[config.mk]
export PLATFORM = sky130hd
export DESIGN_NAME = inst_queue_flat
export DESIGN_NICKNAME = d
export VERILOG_FILES = /design/src/rtl/inst_queue_pkg.sv /design/src/rtl/inst_queue_if.sv /design/src/rtl/inst_queue.sv /design/src/flat_wrapper.sv
export SDC_FILE = /design/constraint.sdc
export NUM_CORES = 1
export LEC_CHECK = 0
export BUFFER_PORTS_ARGS = -buffer_cell sky130_fd_sc_hd__buf_2
export CAP_MARGIN = 20
export CORE_AREA = 2 2 403 405
export DETAILED_ROUTE_END_ITERATION = 10
export DIE_AREA = 0 0 405 407
export GPL_ROUTABILITY_DRIVEN = 0
export GPL_TIMING_DRIVEN = 0
export SLEW_MARGIN = 20
export SYNTH_ARGS = -nofsm -noshare
export SYNTH_HDL_FRONTEND = slang
export SYNTH_SLANG_ARGS = --single-unit
[constraint.sdc]
create_clock -name clk_in -period 5.75 [get_ports clk_in]
set_input_delay 1.4375 -clock clk_in [delete_from_list [all_inputs] [get_ports clk_in]]
set_output_delay 1.4375 -clock clk_in [all_outputs]
set_load 0.05 [all_outputs]
[src/rtl/inst_queue_pkg.sv]
// rtl/inst_queue_pkg.sv - shared widths and default geometry for the instruction queue
package inst_queue_pkg;
  localparam int INST_SIZE    = 32;
  localparam int INST_WIDTH   = 32;
  localparam int IQ_DEPTH     = 16;
  localparam int IQ_AF_MARGIN = 2;
endpackage

[src/rtl/inst_queue_if.sv]
// rtl/inst_queue_if.sv - fetch/decode side signals of the instruction queue
interface inst_queue_if;
  import inst_queue_pkg::*;

  logic                  push_en;
  logic [INST_SIZE-1:0]  push_inst;
  logic [INST_SIZE-1:0]  push_pc;
  logic                  iq_full;
  logic                  iq_almost_full;
  logic                  get_inst;
  logic [INST_WIDTH-1:0] inst_out;
  logic [INST_SIZE-1:0]  pc_out;
  logic                  en_out;
  logic                  iq_isempty;

  // fetch and decode together drive the queue
  modport master (
    output push_en, push_inst, push_pc, get_inst,
    input  iq_full, iq_almost_full, inst_out, pc_out, en_out, iq_isempty
  );

  // the queue itself
  modport slave (
    input  push_en, push_inst, push_pc, get_inst,
    output iq_full, iq_almost_full, inst_out, pc_out, en_out, iq_isempty
  );
endinterface

[src/rtl/inst_queue.sv]
// rtl/inst_queue.sv - circular show-ahead FIFO of {instruction, pc} between fetch and decode
module inst_queue
  import inst_queue_pkg::*;
#(
  parameter int DEPTH     = IQ_DEPTH,
  parameter int ADDR_W    = $clog2(DEPTH),
  parameter int AF_MARGIN = IQ_AF_MARGIN
) (
  input  logic         clk_in,
  input  logic         rst_in,
  input  logic         rdy_in,
  input  logic         clear,
  inst_queue_if.slave  iq
);

  localparam int            AF_LEVEL = DEPTH - AF_MARGIN;
  localparam logic [ADDR_W:0] FULL_CNT = DEPTH[ADDR_W:0];
  localparam logic [ADDR_W:0] AF_CNT   = AF_LEVEL[ADDR_W:0];

  // storage is deliberately unreset so it can live in distributed RAM
  logic [INST_SIZE-1:0] mem_inst [DEPTH];
  logic [INST_SIZE-1:0] mem_pc   [DEPTH];

  logic [ADDR_W-1:0] head;
  logic [ADDR_W-1:0] tail;
  logic [ADDR_W:0]   count;

  logic is_full;
  logic is_empty;
  logic push_ok;
  logic pop_ok;

  assign is_full  = (count == FULL_CNT);
  assign is_empty = (count == '0);

  // freeze beats clear, clear beats push/pop; a push into a full queue is dropped even with a pop
  assign push_ok = rdy_in & ~clear & iq.push_en  & ~is_full;
  assign pop_ok  = rdy_in & ~clear & iq.get_inst & ~is_empty;

  assign iq.iq_full        = is_full;
  assign iq.iq_almost_full = (count >= AF_CNT);
  assign iq.iq_isempty     = is_empty;
  assign iq.en_out         = ~is_empty;
  assign iq.inst_out       = is_empty ? '0 : mem_inst[head];
  assign iq.pc_out         = is_empty ? '0 : mem_pc[head];

  // write the accepted entry at the tail slot
  always_ff @(posedge clk_in) begin
    if (push_ok) begin
      mem_inst[tail] <= iq.push_inst;
      mem_pc[tail]   <= iq.push_pc;
    end
  end

  // pointer and occupancy tracking; pointers wrap naturally since DEPTH is a power of two
  always_ff @(posedge clk_in or posedge rst_in) begin
    if (rst_in) begin
      head  <= '0;
      tail  <= '0;
      count <= '0;
    end else if (rdy_in) begin
      if (clear) begin
        head  <= '0;
        tail  <= '0;
        count <= '0;
      end else begin
        if (push_ok) tail <= tail + 1'b1;
        if (pop_ok)  head <= head + 1'b1;
        case ({push_ok, pop_ok})
          2'b10:   count <= count + 1'b1;
          2'b01:   count <= count - 1'b1;
          default: count <= count;
        endcase
      end
    end
  end

endmodule
[src/flat_wrapper.sv]
// flat-port wrapper written by rule: the top's interface ports become plain ports
module inst_queue_flat import inst_queue_pkg::*;
#(
  parameter int DEPTH     = IQ_DEPTH,
  parameter int ADDR_W    = $clog2(DEPTH),
  parameter int AF_MARGIN = IQ_AF_MARGIN
)
  (clk_in, rst_in, rdy_in, clear, iq_push_en, iq_push_inst, iq_push_pc, iq_get_inst, iq_iq_full, iq_iq_almost_full, iq_inst_out, iq_pc_out, iq_en_out, iq_iq_isempty);
  inst_queue_if iq_i ();
  input  logic clk_in;
  input  logic rst_in;
  input  logic rdy_in;
  input  logic clear;
  input wire logic [$bits(iq_i.push_en)-1:0] iq_push_en;
  input wire logic [$bits(iq_i.push_inst)-1:0] iq_push_inst;
  input wire logic [$bits(iq_i.push_pc)-1:0] iq_push_pc;
  input wire logic [$bits(iq_i.get_inst)-1:0] iq_get_inst;
  output wire logic [$bits(iq_i.iq_full)-1:0] iq_iq_full;
  output wire logic [$bits(iq_i.iq_almost_full)-1:0] iq_iq_almost_full;
  output wire logic [$bits(iq_i.inst_out)-1:0] iq_inst_out;
  output wire logic [$bits(iq_i.pc_out)-1:0] iq_pc_out;
  output wire logic [$bits(iq_i.en_out)-1:0] iq_en_out;
  output wire logic [$bits(iq_i.iq_isempty)-1:0] iq_iq_isempty;
  assign iq_i.push_en = iq_push_en;
  assign iq_i.push_inst = iq_push_inst;
  assign iq_i.push_pc = iq_push_pc;
  assign iq_i.get_inst = iq_get_inst;
  assign iq_iq_full = iq_i.iq_full;
  assign iq_iq_almost_full = iq_i.iq_almost_full;
  assign iq_inst_out = iq_i.inst_out;
  assign iq_pc_out = iq_i.pc_out;
  assign iq_en_out = iq_i.en_out;
  assign iq_iq_isempty = iq_i.iq_isempty;
  inst_queue #(.DEPTH(DEPTH), .ADDR_W(ADDR_W), .AF_MARGIN(AF_MARGIN)) u_core (.clk_in(clk_in), .rst_in(rst_in), .rdy_in(rdy_in), .clear(clear), .iq(iq_i));
endmodule
==> results.yml, run 1 <==
critical_path:
  crit_required_ns: 4.31
  arrival_ns: 4.07
  start_kind: "register"
  critical_path_class: "register to primary output"
  critPathMaxFanout: 10
  end_kind: "primary output"
outcome:
  status: "complete, no violations"
place:
  place_ws_ns: 0.860
  portBuffers: 136
  dp_hpwl_mm: 62.2
synthesis:
  synth_edf_count: 1024
  synthesis.nets: 1692
  synth_warnings: 0
  ys_seq_area_share_pct: 78.1
  synth-main-ff-cell: "edfxtp_1"
  async_flop_share_pct: 1.25
  ys_ff_latch: 1037
  avgSynthCellArea_sq_um: 24.6
  synth.cell_area_sq_um: 39800
  synth_cell_types: 46
  syn_inst: 1615
cts:
  clock_path_buffers: 3
  htreeDepth: 3
  root_buffer: "clkbuf_16"
  postCtsSetupBuffers: 0
  cts_hold_buf: 0
  clock-sinks: 1037
  cts_tree: "yes"
  cts_made_buffers: 99
  clk_pin_slew_ns: 0.07
  clock_latency_ns: 0.65
  cts.repair.resized: 0
final_layout:
  fin_nets: 1958
  area_delta_synth_final_pct: 18.4
  drive_gt1_share_pct: 34.8
power_and_ir_drop:
  ir_drop_mv: 0.220
  p_per_area_nw_per_um2: 404
  fin_total_pwr_uw: 19100
  leakage_uw: 0.0143
die:
  row_count: 147
  ios: 138
  die_y_microns: 407
  core_sq_um: 160000
  floorplan.initialDensity_pct: 24.8
  dieArea_sq_um: 165000
  die_x_microns: 405
timing:
  tightest_slew_ns: 0.986
  setup_ws_ns: 0.238
  finalCriticalPeriod_ns: 5.51
  fmax_mhz: 181
  hold_viol_final: 0
  finalSetupViolations: 0
  relSlewSlack_pct: 34.2
  fin_worst_skew_ns: 0.0212
  period_share_pct: 95.9
  rsz0062_at_grt: "no"
  slew_violations: 0
routing:
  wirelength_mm: 103
  wl_met2_mm: 50.5
  postRouteAntennaNets: 0
  remaining_drc_errors: 0
  via_per_inst: 4.53
  via_count: 18700
  wl_met3_mm: 8.22
  top_layer_used: "met5"
  wire_per_inst_microns: 24.9
  met1_length_mm: 41.6
  drtIter0Drc: 2179
  dr.pass1.iters: 7
grt:
  track_usage_pct: 12.3
  grt_pass1_vias: 19500
  grt_pass1_wl_mm: 145
  grt-ovfl-total: 0
  grt_max_degree: 35
  antenna_found_initial: 38
job:
  cap_viol_max_count: 0
worst_hold_path:
  hp-class: "register to register"
## cells in the final DEF (no fill, tap or decap), drive strengths merged, types with 2 or more instances in the layout
cell / count
a2111oi: 2
a21oi: 9
a22o: 3
and2: 80
and3: 2
buf: 207
bufinv: 13
clkbuf: 159
clkinv: 42
dfrtp: 13
diode: 5
edfxtp: 1024
ha: 7
inv: 12
mux2: 2
mux2i: 3
mux4: 320
nand2: 5
nand3: 2
nand4: 2
nor2: 9
nor2b: 2
nor4: 3
o21ai: 9
o22ai: 3
or3: 3
xnor2: 2
## cell type report
cell class	count	area, sq um
Fill cell	15300	113000
Timing Repair Buffer	165	1370
Buffer	83	389
Sequential cell	1037	31100
Antenna cell	5	12.5
Clock inverter	59	611
Multi-Input combinational cell	486	8350
Clock buffer	118	2590
Tap cell	2160	2700
Inverter	9	33.8
## registers in the layout (all words and copies together) (netlist names)
register / cells
u_core.mem_pc: 512
u_core.tail: 4
u_core.count: 5
u_core.head: 4
u_core.mem_inst: 512
## logic make-up after synthesis
kind of cell / Yosys count / share of synthesized area, %
flops: 1037 / 78.1
mux: 325 / 18.2
simple gates: 112 / 1.68
fa+ha+maj: 7 / 0.220
compound gates: 40 / 0.689
buf+inv: 92 / 1.05
xor+xnor: 2 / 0.0440
## routing by layer
metal	up-vias	GRT usage, %
met2	786	20.4
li1	7521	-
met1	10100	16.3
met5	-	0
met3	202	2.84
met4	32	2.97
## report_power, final
| group | leakage [uW] | total [uW] | internal, uW | switching (uW) |
|---|---|---|---|---|
| logic | 0.00332 | 4120 | 1480 | 2640 |
| clock network | 0.00158 | 6490 | 3780 | 2710 |
| registers | 0.00939 | 8440 | 8400 | 44.2 |
| total | 0.0143 | 19100 | 13700 | 5400 |
## path summary, 6_finish.rpt
kind / slack, ns / depth (start not counted) / start / endpoint
max: 0.24 / 7 / u_core.head[2] / iq_inst_out[3]
min: 0.66 / 1 / u_core.tail[3] / u_core.tail[3]
max reg2reg: 2.20 / 6 / u_core.count[3] / u_core.mem_inst[8][26]
min reg2reg: 0.66 / 1 / u_core.tail[3] / u_core.tail[3]
max in group asynchronous: 4.44 / 2 / rst_in / u_core.head[2]
min in group asynchronous: 0.88 / 2 / rst_in / u_core.head[0]
## Yosys cell counts, types with 2 or more instances
| cell | count | area [sq um] |
|---|---|---|
| edfxtp_1 | 1024 | 30700 |
| mux4_2 | 320 | 7210 |
| and2_1 | 80 | 500 |
| clkbuf_1 | 40 | 150 |
| buf_2 | 28 | 140 |
| dfrtp_1 | 13 | 325 |
| a21oi_1 | 9 | 45.0 |
| buf_1 | 9 | 33.8 |
| inv_1 | 9 | 33.8 |
| nor2_1 | 9 | 33.8 |
| o21ai_0 | 8 | 40.0 |
| ha_1 | 7 | 87.6 |
| nand2_1 | 5 | 18.8 |
| buf_6 | 4 | 45.0 |
| a22o_1 | 3 | 26.3 |
| mux2i_1 | 3 | 30.0 |
| nor4_1 | 3 | 18.8 |
| o22ai_1 | 3 | 18.8 |
| or3_1 | 3 | 18.8 |
| a2111oi_0 | 2 | 17.5 |
| and3_1 | 2 | 12.5 |
| buf_4 | 2 | 15.0 |
| mux2_2 | 2 | 22.5 |
| nand3_1 | 2 | 10.0 |
| nand4_1 | 2 | 12.5 |
| nor2b_1 | 2 | 12.5 |
| xnor2_1 | 2 | 17.5 |
## metrics by stage
stage          setup TNS (ns)  hold WS (ns)  std cells  util [%]  area [sq um]
6_report                    0         0.658       4122      29.4         47100
5_1_grt                     0         0.677       4118      29.4         47100
4_1_cts                     0         0.636       4117      29.4         47100
3_5_place_dp                0         0.619       3940      27.4         43900
3_3_place_gp          -964.42         0.560       3911      27.0         43200
2_1_floorplan               0         0.542       1615         -         39800
## worst max-delay path, cell delays in order, from the launching register on
cell	delay, ns
dfrtp_1	0.32
buf_2	0.22
clkbuf_1	0.69
buf_1	0.80
mux4_2	0.42
mux4_2	0.52
and2_1	0.23
buf_2	0.22
No activity file was read; power rests on OpenSTA's default activity.
==> run 2: changes to the inputs <==
--- a/config.mk
+++ b/config.mk
@@ -5,11 +5,11 @@
 export SDC_FILE = /design/constraint.sdc
 export NUM_CORES = 1
 export LEC_CHECK = 0
-export BUFFER_PORTS_ARGS = -buffer_cell sky130_fd_sc_hd__buf_2
 export CAP_MARGIN = 20
 export CORE_AREA = 2 2 403 405
 export DETAILED_ROUTE_END_ITERATION = 10
 export DIE_AREA = 0 0 405 407
+export DONT_BUFFER_PORTS = 1
 export GPL_ROUTABILITY_DRIVEN = 0
 export GPL_TIMING_DRIVEN = 0
 export SLEW_MARGIN = 20
==> results.yml, run 2 (same netlist as run 1, synthesis figures left out) <==
critical_path:
  slowest_stage: "clkbuf_1"
  startpoint: "u_core.head[2]"
  arrival_ns: 4.17
  end_kind: "primary output"
  crit_required_ns: 4.31
  path_buf_inv: 3
  cp_top_family: "buffers and inverters"
  critPathMaxFanout: 10
  critical_path_class: "register to primary output"
  path_cells: "buf_2 -> clkbuf_1 -> clkbuf_1 -> mux4_2 -> mux4_2 -> and2_1"
  start_kind: "register"
  max_stage_delay_ns: 0.76
  rr_startpoint: "u_core.count[3]"
final_layout:
  design_area_sq_um: 46300
  final_cell_count_no_fill: 3985
  drive_gt1_share_pct: 29.8
  area_delta_synth_final_pct: 16.3
  fin_nets: 1818
  final_common_cell: "edfxtp_1"
  reg_top3: "u_core.mem_inst (512), u_core.mem_pc (512), u_core.count (5)"
  final_cell_mix: "edfxtp_1 (1024), mux4_2 (320), clkbuf_16 (101)"
  utilization_pct: 28.9
die:
  floorplan.initialDensity_pct: 24.8
  core_sq_um: 160000
  die_x_microns: 405
  ios: 138
  die_y_microns: 407
  row_count: 147
  dieArea_sq_um: 165000
routing:
  via_count: 17900
  drtIter0Drc: 2090
  wirelength_mm: 101
  wire_per_inst_microns: 25.4
  dr.pass1.iters: 6
  remaining_drc_errors: 0
  met1_length_mm: 40.3
  top_layer_used: "met4"
  via_per_inst: 4.50
  wl_met3_mm: 9.85
  wl_met2_mm: 49.4
  postRouteAntennaNets: 0
cts:
  root_buffer: "clkbuf_16"
  cts_tree: "yes"
  clock-sinks: 1037
  postCtsSetupBuffers: 0
  cts.repair.resized: 0
  clock_path_buffers: 3
  cts_made_buffers: 99
  htreeDepth: 3
  clk_pin_slew_ns: 0.06
  clock_latency_ns: 0.65
  cts_hold_buf: 0
job:
  cap_viol_max_count: 0
timing:
  finalCriticalPeriod_ns: 5.61
  rsz0062_at_grt: "no"
  slew_violations: 0
  finalSetupTns_ns: 0
  fin_worst_skew_ns: 0.0222
  hold_viol_final: 0
  period_share_pct: 97.6
  fmax_mhz: 178
  relSlewSlack_pct: 31.8
  tightest_slew_ns: 1.02
  finalSetupViolations: 0
grt:
  track_usage_pct: 12.2
  antenna_found_initial: 2
  grt-ovfl-total: 0
  grt_pass1_vias: 18500
  grt_pass1_wl_mm: 142
  grt_max_degree: 36
place:
  dp_cells: 3800
  portBuffers: 0
  dp_hpwl_mm: 61.7
  place_area_sq_um: 43200
power_and_ir_drop:
  p_per_area_nw_per_um2: 401
  ir_drop_mv: 0.205
  leakage_uw: 0.0136
worst_hold_path:
  hp-class: "register to register"
  worstHoldStart: "u_core.count[4]"
outcome:
  status: "complete, no violations"
## run 2: final timing paths
path                       slack (ns)                      end  cells past startpoint
setup / recovery                 0.14           iq_inst_out[8]                      6
hold / removal                   0.65          u_core.count[4]                      1
hold reg to reg                  0.65          u_core.count[4]                      1
setup reg to reg                 2.22  u_core.mem_inst[11][28]                      6
max in group asynchronous        4.58           u_core.head[0]                      1
min in group asynchronous        0.75           u_core.tail[0]                      1
## run 2: per-layer routing
metal,GRT usage (%),vias to the layer above
li1,-,7240
met4,2.76,0
met5,0,-
met2,19.9,741
met1,15.7,9799
met3,4.01,162
## run 2: layout make-up
type,instances,area (sq um)
Clock buffer,125,2620
Fill cell,15300,114000
Timing Repair Buffer,25,621
Clock inverter,56,502
Buffer,83,392
Inverter,9,33.8
Antenna cell,4,10.0
Sequential cell,1037,31100
Tap cell,2160,2700
Multi-Input combinational cell,486,8350
## run 2: metrics by stage
stage	worst slack (ns)	power, uW	hold slack [ns]
2_1_floorplan	1.61	11500	0.542
3_3_place_gp	-1.00	12500	0.569
3_5_place_dp	0.899	12600	0.598
4_1_cts	0.171	18800	0.617
5_1_grt	0.0372	19300	0.657
6_report	0.139	18600	0.645
## run 2: power breakdown
group | internal (uW) | total, uW | switching, uW
registers | 8400 | 8450 | 43.7
logic | 1310 | 3820 | 2520
clock network | 3620 | 6320 | 2700
total | 13300 | 18600 | 5260
